[src/rtl/alu_mdu_seq.sv]
// alu_mdu_seq: iterative multiply/divide sequencer for MUL, MULHU, DIVU and REMU.
// It has no adder of its own. Each RUN cycle it drives the shared ALU (a, b, fn)
// and consumes the ALU's out/cf. Every operation takes one iteration per bit.
//
// Ports:
//   clk, rst_n          clock, asynchronous active-low reset
//   start, op, rs1, rs2 request; op/operands are latched when start is seen in IDLE
//                       op: 00 MUL, 01 MULHU, 10 DIVU, 11 REMU
//   busy, done, result  busy in RUN; done pulses one cycle; result holds until next done
//   alu_a, alu_b,       operands and function code sent to the shared ALU
//   alu_shamt, alu_fn   (alu_shamt is always zero)
//   alu_out, alu_cf     ALU sum/difference and carry (SUB: cf=1 means a>=b unsigned)
//
// Optional feature: define MDU_EARLY_OUT_EN to finish trivial operands at once.
// The trivial cases are a multiply with a zero operand and a divide by zero.
// They go IDLE->DONE without any RUN cycle.

`ifndef ALU_ADD
`define ALU_ADD 4'b0000
`endif
`ifndef ALU_SUB
`define ALU_SUB 4'b0001
`endif

module alu_mdu_seq #(
   parameter int XLEN  = 32,
   parameter int CNT_W = 5
) (
   input  logic            clk,
   input  logic            rst_n,
   input  logic            start,
   input  logic [1:0]      op,
   input  logic [XLEN-1:0] rs1,
   input  logic [XLEN-1:0] rs2,
   output logic            busy,
   output logic            done,
   output logic [XLEN-1:0] result,
   output logic [XLEN-1:0] alu_a,
   output logic [XLEN-1:0] alu_b,
   output logic [4:0]      alu_shamt,
   output logic [3:0]      alu_fn,
   input  logic [XLEN-1:0] alu_out,
   input  logic            alu_cf
);

   typedef enum logic [1:0] {IDLE, RUN, DONE} state_t;

   state_t            state, state_nxt;
   logic [1:0]        op_q;
   logic [XLEN-1:0]   dsr;       // multiplicand / divisor
   logic [XLEN-1:0]   hi, lo;    // MUL: {hi,lo} product; DIV: hi=rem, lo=quot
   logic [XLEN-1:0]   hi_nxt, lo_nxt, t;
   logic [CNT_W-1:0]  count;
   logic              take, last, early;
   logic [XLEN-1:0]   early_res;

`ifdef MDU_EARLY_OUT_EN
   assign early     = op[1] ? (rs2 == '0) : ((rs1 == '0) || (rs2 == '0));
   assign early_res = op[1] ? (op[0] ? rs1 : '1) : '0;
`else
   assign early     = 1'b0;
   assign early_res = '0;
`endif

   assign busy      = (state == RUN);
   assign done      = (state == DONE);
   assign alu_shamt = '0;
   assign last      = (count == CNT_W'(XLEN-1));

   always_ff @(posedge clk or negedge rst_n) begin
      if (!rst_n) state <= IDLE;
      else        state <= state_nxt;
   end

   always_comb begin
      state_nxt = state;
      alu_fn    = `ALU_ADD;
      alu_a     = '0;
      alu_b     = '0;
      t         = {hi[XLEN-2:0], lo[XLEN-1]};
      take      = 1'b0;
      hi_nxt    = hi;
      lo_nxt    = lo;
      case (state)
         IDLE: if (start) state_nxt = early ? DONE : RUN;
         RUN: begin
            if (op_q[1]) begin
               // Restoring divide step. hi[XLEN-1] is the bit shifted out of t;
               // when it is set, {spare,t} >= divisor regardless of alu_cf.
               alu_fn = `ALU_SUB;
               alu_a  = t;
               alu_b  = dsr;
               take   = hi[XLEN-1] | alu_cf;
               hi_nxt = take ? alu_out : t;
               lo_nxt = {lo[XLEN-2:0], take};
            end else begin
               // Shift-add multiply step: the 33-bit sum is shifted right into {hi,lo}.
               alu_a = hi;
               alu_b = lo[0] ? dsr : '0;
               {hi_nxt, lo_nxt} = {alu_cf, alu_out, lo[XLEN-1:1]};
            end
            if (last) state_nxt = DONE;
         end
         DONE:    state_nxt = IDLE;
         default: state_nxt = IDLE;
      endcase
   end

   always_ff @(posedge clk or negedge rst_n) begin
      if (!rst_n) begin
         op_q   <= '0;
         dsr    <= '0;
         hi     <= '0;
         lo     <= '0;
         count  <= '0;
         result <= '0;
      end else begin
         case (state)
            IDLE: if (start) begin
               op_q  <= op;
               dsr   <= rs2;
               hi    <= '0;
               lo    <= rs1;
               count <= '0;
               if (early) result <= early_res;
            end
            RUN: begin
               hi    <= hi_nxt;
               lo    <= lo_nxt;
               count <= count + 1'b1;
               // op[0] selects the high half (MULHU) or remainder (REMU).
               if (last) result <= op_q[0] ? hi_nxt : lo_nxt;
            end
            default: ;
         endcase
      end
   end

endmodule

[config.mk]
export PLATFORM = sky130hd
export DESIGN_NAME = alu_mdu_seq
export DESIGN_NICKNAME = d
export VERILOG_FILES = /design/src/rtl/alu_mdu_seq.sv
export SDC_FILE = /design/constraint.sdc
export NUM_CORES = 1
export LEC_CHECK = 0
export ABC_AREA = 1
export CORE_UTILIZATION = 50
export CTS_CLUSTER_SIZE = 30
export DETAILED_ROUTE_END_ITERATION = 12
export GPL_TIMING_DRIVEN = 0
export HOLD_SLACK_MARGIN = 0.1
export PLACE_DENSITY = 0.84
export SKIP_LAST_GASP = 1
export SYNTH_ARGS = -nofsm -noshare
export SYNTH_HDL_FRONTEND = slang
export SYNTH_SLANG_ARGS = --single-unit
[constraint.sdc]
create_clock -name clk -period 2.1 [get_ports clk]
set_input_delay 0.21 -clock clk [delete_from_list [all_inputs] [get_ports clk]]
set_output_delay 0.21 -clock clk [all_outputs]
set_load 0.01 [all_outputs]
==> results.sh <==
export IMPL_dp_cells=1604
export IMPL_port_buffers=200
export IMPL_tightestPinTransition_ns=0.786
export IMPL_worst_setup_path_end_kind="primary output"
export IMPL_avgSynthCellArea_sq_um=6.69
export IMPL_instances_no_fill=1640
export IMPL_drv_cap=0
export IMPL_slew_headroom_pct=47.6
export IMPL_track_usage_pct=30.3
export IMPL_netlist_area_sq_um=7930
export IMPL_power_density_nw_per_um2=1570
export IMPL_status="complete, no violations"
export IMPL_overflow=0
export IMPL_finalSetupViolCount=0
export IMPL_register_area_sq_um=3430
export IMPL_cts_root_buf="clkbuf_16"
export IMPL_grt_max_degree=84
export IMPL_synth_distinct_cells=26
export IMPL_rr_worst_depth=11
export IMPL_antenna_found_initial=0
export IMPL_path_max_fanout=10
export IMPL_core_area_sq_um=15300
export IMPL_multi_input_area_sq_um=3660
export IMPL_yosys_top_cells_count="nand2_1, dfrtp_1, inv_1, nand3_1, o21ai_0"
export IMPL_grt_pass1_wl_mm=38.9
export IMPL_grt_pass1_vias=8080
export IMPL_synth_edff_count=0
export IMPL_num_vias=8378
export IMPL_die_w_microns=128
export IMPL_drt_total_wl_mm=23.8
export IMPL_drt_iter0_drc=767
export IMPL_yosys_cell_count_top_type="nand2_1"
export IMPL_finalHoldViolCount=0
export IMPL_period_needed_ns=2.05
export IMPL_min_period_over_period_pct=97.5
export IMPL_fin_skew_ns=0.00793
export IMPL_synth_flop_cell="dfrtp_1"
export IMPL_fmax_mhz=488
export IMPL_synthTopCellsByArea="dfrtp_1, nand2_1, nand3_1, inv_1, o21ai_0"
export IMPL_clock_sinks=137
export IMPL_nets=1521
export IMPL_dr_pass1_iters=8
export IMPL_gp_congestion=0.894
export IMPL_die_area_sq_um=16400
export IMPL_grt_setup_unrepaired="yes"
export IMPL_num_rows=45
export IMPL_antenna_cells=0
export IMPL_htree_levels=4
export IMPL_worstSetupPathType="reg -> out"
export IMPL_synthCells=1185
export IMPL_initial_core_util_pct=51.8
export IMPL_wl_per_cell_microns=14.5
export IMPL_yosys_warnings=0
export IMPL_drcViolationCount=0
export IMPL_crit_arrival_ns=1.84
export IMPL_hold_class="in -> reg"
export IMPL_fin_util_pct=71.0
export IMPL_seq_area_frac_synth_pct=43.2
export IMPL_yosysTopAreaCellShare_pct=43.2
export IMPL_cts_clk_slew_worst_paths_ns=0.05
export IMPL_drive_above_1_share_pct=10.2
export IMPL_clockBufferDepth=2
export IMPL_cts_buffers=17
export IMPL_hold_depth=3
export IMPL_rrSetupSlack_ns=0.26
export IMPL_synth_seq_cells=137
export IMPL_clock_latency_ns=0.43
export IMPL_dp_hpwl_mm=17.7
export IMPL_boundaryPins=209
export IMPL_cp_required_ns=1.89
export IMPL_vdd_ir_drop_max_mv=0.900
export IMPL_ys_async_sr_fraction_pct=100
export IMPL_cts_tree="done"
export IMPL_cp_start_kind="register"
export IMPL_ant_nets=0
export IMPL_fill_cells=1302
export IMPL_fp_dieH_microns=128
export IMPL_finalMaxSlewViolations=0
export IMPL_syn_to_final_growth_pct=37.1
export IMPL_yosys_area_top_type="dfrtp_1"
export IMPL_via_per_inst=5.11
export IMPL_power_leakage_nw=5.93
[placed cells by master, fill, tap and decap left out, drive strengths merged]
cell type / netlist / routed
nand2: 582 / 582
dfrtp: 137 / 137
clkdlybuf4s50: 0 / 133
inv: 104 / 104
o21ai: 99 / 99
nand3: 94 / 94
buf: 67 / 72
clkbuf: 14 / 60
nor2: 41 / 41
a21oi: 34 / 34
dlygate4sd2: 0 / 27
clkdlybuf4s15: 0 / 18
conb: 1 / 8
clkinv: 3 / 6
o211ai: 3 / 3
bufinv: 0 / 3
a22o: 2 / 2
ha: 2 / 2
xor2: 1 / 1
o22ai: 1 / 1
clkinvlp: 0 / 1
dlygate4sd3: 0 / 1
[cells by family after synthesis]
group,Yosys count,share of synthesized area (%)
other,1,0.0473
adders and majority gates,2,0.315
AOI/OAI and AO/OA,139,8.97
DFF,137,43.2
and+or+nand+nor,717,36.0
buffers and inverters,188,11.3
xor gates and xnor gates,1,0.110
[critical path: stages (launching register included)]
cell and delay, ns:
dfrtp_1 0.37, inv_2 0.10, nand2_8 0.10, clkinv_4 0.10, buf_12 0.15, buf_8 0.15, nand2_1 0.07, nor2_1 0.19
clkbuf_2 0.19
[area by class of cell]
type,count,area share (%)
multi-input combinational,867,33.6
sequential,137,31.5
timing repair buffer,208,17.9
buffer,79,5.00
clock buffer,24,4.70
inverter,107,3.74
tap,211,2.43
clock inverter,7,1.04
[repair_timing]
action,CTS,global route
hold buffers,1,0
setup buffers,2,3
setup endpoints to repair,66,58
gates resized for setup,102,60
pin swaps,1,2
endpoints found under the hold margin,82,0
gates cloned,0,1
[final timing paths]
path	start	end
min in group asynchronous	rst_n	hi[26]
worst max register to register	count[0]	result[19]
worst min-delay path	rs2[23]	dsr[23]
max in group asynchronous	rst_n	state[0]
worst max-delay path	state[1]	alu_b[0]
worst min register to register	dsr[20]	dsr[20]
[per-layer routing]
metal	vias to the layer above	global-route usage (%)	routed length, microns
li1	4118	-	-
met1	3827	38.9	9920
met3	46	6.76	2050
met2	387	50.3	11300
met4	0	11.1	502
met5	-	0	0
[report_power, final]
group / total [mW] / switching, mW / internal, mW
registers: 4.68 / 0.775 / 3.90
logic: 9.23 / 5.40 / 3.83
clock network: 3.16 / 1.12 / 2.04
total: 17.1 / 7.29 / 9.78
[metrics by stage]
stage / worst slack (ns) / TNS (ns) / area (sq um) / hold slack (ns) / power, mW
3_5_place_dp: -0.0702 / -0.0702 / 10300 / 0.313 / 14.2
5_1_grt: -0.0250 / -0.0396 / 10900 / 0.343 / 18.4
3_3_place_gp: -4.63 / -632.17 / 10200 / 0.453 / 14.0
6_report: 0.0518 / 0 / 10900 / 0.321 / 17.1
2_1_floorplan: 0.521 / 0 / 7960 / -0.0856 / 10.0
4_1_cts: -0.119 / -0.119 / 10900 / 0.316 / 17.0
[flip-flops by register name, summed over array words and instances (netlist names)]
signal  cells
op_q        2
dsr        32
lo         32
result     32
hi         32
state       2
count       5
No activity file was read; power rests on OpenSTA's default activity.
